===== src/rtl/fetch_unit_if.sv =====
// Instruction-memory bus between the fetch sequencer (master) and a synchronous ROM (slave).
interface fetch_unit_if #(
  parameter int PC_W = 8,
  parameter int IW   = 16
);
  logic [PC_W-1:0] imem_addr;
  logic            imem_en;
  logic [IW-1:0]   imem_rdata;

  modport master (output imem_addr, output imem_en, input  imem_rdata);
  modport slave  (input  imem_addr, input  imem_en, output imem_rdata);
endinterface


===== src/rtl/fetch_unit.sv =====
// Instruction fetch sequencer: owns the PC, streams one ROM word per cycle, squashes on redirect, stops on halt.
// Optional FETCH_PERF_EN adds saturating retired/bubble counters.
module fetch_unit #(
  parameter int              PC_W     = 8,
  parameter int              IW       = 16,
  parameter logic [PC_W-1:0] RESET_PC = '0,
  parameter logic [5:0]      HALT_OP  = 6'h3F
) (
  input  logic            clk,
  input  logic            reset,
  fetch_unit_if.master    imem,
  output logic [IW-1:0]   instr,
  output logic [5:0]      op,
  output logic            instr_valid,
  output logic [PC_W-1:0] pc_out,
  input  logic            stall,
  input  logic            PcSrc,
  input  logic            Jump,
  input  logic [PC_W-1:0] target,
`ifdef FETCH_PERF_EN
  output logic [15:0]     retired_cnt,
  output logic [15:0]     bubble_cnt,
`endif
  output logic            halted
);

  typedef enum logic [1:0] {FILL, RUN, REDIRECT, HALT} state_e;

  state_e          state_q, state_d;
  logic [PC_W-1:0] addr_q, addr_d;
  logic [PC_W-1:0] pc_q, pc_d;
  logic            valid_q, valid_d;
  logic            halted_q, halted_d;
  logic            en;
  logic            hold;

  assign instr = imem.imem_rdata;
  assign op    = instr[IW-1 -: 6];

  // A stalled live instruction freezes the ROM output so instr stays put.
  assign hold = (state_q == RUN) && valid_q && stall;
  assign en   = !(hold || (state_q == HALT));

  assign imem.imem_addr = addr_q;
  assign imem.imem_en   = en;
  assign instr_valid    = valid_q;
  assign pc_out         = pc_q;
  assign halted         = halted_q;

  always_comb begin
    state_d  = state_q;
    addr_d   = addr_q;
    valid_d  = valid_q;
    halted_d = halted_q;
    pc_d     = en ? addr_q : pc_q;
    case (state_q)
      FILL: begin
        addr_d  = RESET_PC + PC_W'(1);
        valid_d = 1'b1;
        state_d = RUN;
      end
      RUN: begin
        if (hold) begin
          // hold everything
        end else if (valid_q && (op == HALT_OP)) begin
          valid_d  = 1'b0;
          halted_d = 1'b1;
          state_d  = HALT;
        end else if (PcSrc || Jump) begin
          // The word fetched this edge is the fall-through; mark it dead.
          addr_d  = target;
          valid_d = 1'b0;
          state_d = REDIRECT;
        end else begin
          addr_d  = addr_q + PC_W'(1);
          valid_d = 1'b1;
        end
      end
      REDIRECT: begin
        addr_d  = addr_q + PC_W'(1);
        valid_d = 1'b1;
        state_d = RUN;
      end
      HALT: begin
        valid_d = 1'b0;
      end
      default: state_d = FILL;
    endcase
  end

  always_ff @(posedge clk or posedge reset) begin
    if (reset) begin
      state_q  <= FILL;
      addr_q   <= RESET_PC;
      pc_q     <= RESET_PC;
      valid_q  <= 1'b0;
      halted_q <= 1'b0;
    end else begin
      state_q  <= state_d;
      addr_q   <= addr_d;
      pc_q     <= pc_d;
      valid_q  <= valid_d;
      halted_q <= halted_d;
    end
  end

`ifdef FETCH_PERF_EN
  logic [15:0] retired_q, retired_d;
  logic [15:0] bubble_q, bubble_d;

  always_comb begin
    retired_d = retired_q;
    bubble_d  = bubble_q;
    if (valid_q && !stall && (retired_q != 16'hFFFF)) retired_d = retired_q + 16'd1;
    if ((state_q == REDIRECT) && (bubble_q != 16'hFFFF)) bubble_d = bubble_q + 16'd1;
  end

  always_ff @(posedge clk or posedge reset) begin
    if (reset) begin
      retired_q <= '0;
      bubble_q  <= '0;
    end else begin
      retired_q <= retired_d;
      bubble_q  <= bubble_d;
    end
  end

  assign retired_cnt = retired_q;
  assign bubble_cnt  = bubble_q;
`endif

endmodule

===== src/flat_wrapper.sv =====
// flat-port wrapper written by rule: the top's interface ports become plain ports
module fetch_unit_flat 
#(
  parameter int              PC_W     = 8,
  parameter int              IW       = 16,
  parameter logic [PC_W-1:0] RESET_PC = '0,
  parameter logic [5:0]      HALT_OP  = 6'h3F
)
  (clk, reset, instr, op, instr_valid, pc_out, stall, PcSrc, Jump, target, halted, imem_imem_addr, imem_imem_en, imem_imem_rdata);
  fetch_unit_if #(.PC_W(PC_W), .IW(IW)) imem_i ();
  input  logic clk;
  input  logic reset;
  output logic [IW-1:0] instr;
  output logic [5:0] op;
  output logic instr_valid;
  output logic [PC_W-1:0] pc_out;
  input  logic stall;
  input  logic PcSrc;
  input  logic Jump;
  input  logic [PC_W-1:0] target;
  output logic halted;
  output wire logic [$bits(imem_i.imem_addr)-1:0] imem_imem_addr;
  output wire logic [$bits(imem_i.imem_en)-1:0] imem_imem_en;
  input wire logic [$bits(imem_i.imem_rdata)-1:0] imem_imem_rdata;
  assign imem_imem_addr = imem_i.imem_addr;
  assign imem_imem_en = imem_i.imem_en;
  assign imem_i.imem_rdata = imem_imem_rdata;
  fetch_unit #(.PC_W(PC_W), .IW(IW), .RESET_PC(RESET_PC), .HALT_OP(HALT_OP)) u_core (.clk(clk), .reset(reset), .imem(imem_i), .instr(instr), .op(op), .instr_valid(instr_valid), .pc_out(pc_out), .stall(stall), .PcSrc(PcSrc), .Jump(Jump), .target(target), .halted(halted));
endmodule

===== config.mk =====
export PLATFORM = sky130hd
export DESIGN_NAME = fetch_unit_flat
export DESIGN_NICKNAME = d
export VERILOG_FILES = /design/src/rtl/fetch_unit_if.sv /design/src/rtl/fetch_unit.sv /design/src/flat_wrapper.sv
export SDC_FILE = /design/constraint.sdc
export NUM_CORES = 1
export LEC_CHECK = 0
export ABC_AREA = 1
export ABC_CLOCK_PERIOD_IN_PS = 2400
export CORE_AREA = 5 5 63 65
export DETAILED_ROUTE_END_ITERATION = 8
export DIE_AREA = 0 0 68 70
export GPL_ROUTABILITY_DRIVEN = 0
export PLACE_DENSITY_LB_ADDON = 0.25
export SYNTH_ARGS = -nofsm -noshare
export SYNTH_HDL_FRONTEND = slang
export SYNTH_SLANG_ARGS = --single-unit

===== constraint.sdc =====
create_clock -name clk -period 2.4 [get_ports clk]
set_clock_uncertainty 0.2 [all_clocks]
set_input_delay 0.48 -clock clk [delete_from_list [all_inputs] [get_ports clk]]
set_output_delay 0.48 -clock clk [all_outputs]
set_load 0.05 [all_outputs]

==> qor.txt, run 1 <==
Status: finished clean
Post-Route M1 WL: 1370 um
First-pass GRT wire length: 5410 um
Vias: 1232
Area Overhead vs Synth: 46.1%
Post-layout nets: 259
TritonRoute pass-1 iters: 4
Wire length on met3: 272 um
Post-Synth Adder-Cell Area: 0.0465
Distinct cell type count after synthesis: 20
Commonest cells after routing, fill and taps aside: nand2_1 (76), clkdlybuf4s50_1 (36), dfrtp_1 (20)
CTS tree: done
CP max stage cell: clkdlybuf4s50_1
Critical path launch point type: flip-flop
Pwr dens: 1320 nW/um^2
Hpwl dp: 2590 um
Setup tns final: 0 ns
Avg WL per Cell: 12.0 um
Post-synthesis simple-gate area fraction: 0.328
Hold Crit Class: in2async
IO Pins: 70
Final std cells w/o fill: 270
Worst VDD drop: 0.665 mV
Leakage power: 0.974 nW
Die extent in y: 70 um
R2R Path Start: u_core.state_q[0]
Synth Area in XOR/XNOR: 0.00651
CP Class: reg2out
Pins Over Slew Limit: 0
CTS Root Cell: clkbuf_4
Crit end category: output port
Synth Area in Compound Gates: 0.0623
Final Setup Violations: 0
Antenna Cells: 0
RSZ-0062 raised after global routing: no
IO Port Bufs: 49
YS warnings: 0
CP Cell Sequence: clkdlybuf4s50_1
Final WL: 3230 um
Crit path max fanout: 7
ANT nets after route: 0
Initial DRC Count: 47
Synthesized area: 1350 um^2
Initial Utilization: 0.410
Critical Path RT: 1.72 ns
Met2 routed WL: 1520 um
Hold-fix buffers, CTS: 0
Number of post-CTS setup repair buffers: 0
Die width: 68 um
CTS Buf Count: 3
Clock buffer depth: 2
CP max stage delay: 0.86 ns
Dpl cells: 266
Post-route clock period utilization: 0.971
Post-synthesis sequential area ratio: 0.372
Share of layout cells above drive strength 1: 0.147
Number of H-tree levels: 1
Power after layout: 0.00259 W
Fmax: 0.429 GHz
Syn avg cell area: 7.23 um^2
Gr usage total: 0.143
Max-Cap Viols: 0
Clock-pin slew on the worst setup and hold paths: 0.12 ns
DRC violations left: 0
Max Used Layer: met4
Seq cells post-synth: 20
Row cnt: 21
Final hold violation count: 0
Final Critical Period: 2.33 ns
Mux share of post-synthesis cell area: 0
Net Count, Synth: 220
Data arrival, critical path: 1.65 ns
Commonest non-fill, non-tap cell in the layout: nand2_1
Cell family with most CP delay: buffers and inverters
CTS sink cnt: 20
Synthesized netlist cell count: 186
WP buf/inv: 1
Largest net degree at the start of global routing: 21
Slew margin rel.: 0.662
Core area: 3280 um^2
Die area: 4760 um^2
Fillers: 322
Overflow after GRT: 0
Largest family of logic cells by synthesized area: simple AND/OR/NAND/NOR gates
Worst-Skew Late Latency: 0.31 ns
Initial antenna violation count: 0
Worst Setup SP: u_core.imem.imem_addr[2]
Worst slew pin tran: 0.505 ns
Vias per cell: 4.56
Vias in the first global route: 1232
worst paths after layout:
kind                                            end  slack [ns]  cells after the start
max reg2reg                u_core.imem.imem_addr[3]        0.59                     10
min in group clk                   u_core.pc_out[6]        0.30                      2
min                                u_core.pc_out[2]        0.28                      3
max in group asynchronous          u_core.pc_out[1]        1.52                      3
min reg2reg                        u_core.pc_out[6]        0.30                      2
max                               imem_imem_addr[2]        0.07                      1
final cells by class:
type | instances | area, um^2 | share of cell area
clock buffer | 3 | 22.5 | 0.0115
clock inverter | 1 | 30.0 | 0.0153
inverter | 20 | 75.1 | 0.0382
multi-input combinational | 123 | 599 | 0.305
sequential | 20 | 500 | 0.255
tap | 46 | 57.6 | 0.0293
timing repair buffer | 57 | 681 | 0.346
synth_stat cells, drive strengths merged:
cell type	count	share of area
nor2	11	0.045
nand4	1	0.0047
nand2	78	0.23
inv	20	0.056
buf	23	0.13
xnor2	1	0.0065
nand3	13	0.048
ha	5	0.047
o21bai	2	0.020
o21ai	10	0.037
nand3b	1	0.0056
o211ai	1	0.0056
dfrtp	20	0.37
power breakdown:
group,total [W],internal [W],switching (W)
clock network,0.000282,0.000169,0.000113
registers,0.000628,0.000485,0.000143
logic,0.00168,0.000576,0.00111
timing repair:
item / in CTS / in global routing
endpoints found under the hold margin: 0 / 0
endpoints found under the setup margin: 0 / 1
gates resized for setup: 0 / 1
metal layers:
metal | vias to the layer above | track usage
met5 | - | 0
met4 | 0 | 0.0684
met3 | 9 | 0.0240
met2 | 45 | 0.232
met1 | 552 | 0.178
li1 | 626 | -
state kept, by name (all words and copies together) (netlist names):
name                   count
u_core.imem.imem_addr      8
u_core.pc_out              8
u_core.state_q             2
u_core.halted              1
u_core.instr_valid         1
tightest hold or removal path: cells and delay by family:
family                 cells  cell delay, ns
buffers and inverters      3            0.70
metrics by stage:
step	utilization	hold slack (ns)	cell area [um^2]	worst slack, ns
final	0.598	0.275	1970	0.0691
after global routing	0.598	0.326	1970	0.000255
after CTS	0.598	0.288	1960	0.0638
after detailed placement	0.582	0.272	1910	0.262
after global placement	0.582	0.263	1910	0.292
after floorplan	-	0.244	1350	0.435
cells by family after synthesis:
| family | Yosys count |
|---|---|
| adders and majority gates | 5 |
| AOI/OAI and AO/OA | 13 |
| xor gates and xnor gates | 1 |
| DFF | 20 |
| buffers and inverters | 43 |
| and+or+nand+nor | 104 |
No activity file was read; power rests on OpenSTA's default activity.
==> inputs of run 2 (changes only) <==
--- a/config.mk
+++ b/config.mk
@@ -11,7 +11,9 @@
 export DETAILED_ROUTE_END_ITERATION = 8
 export DIE_AREA = 0 0 68 70
 export GPL_ROUTABILITY_DRIVEN = 0
+export HOLD_SLACK_MARGIN = 0.05
 export PLACE_DENSITY_LB_ADDON = 0.25
+export SLEW_MARGIN = 20
 export SYNTH_ARGS = -nofsm -noshare
 export SYNTH_HDL_FRONTEND = slang
 export SYNTH_SLANG_ARGS = --single-unit
==> results of run 2 <==
No change in the layout: final DEF, timing and power equal those of run 1.
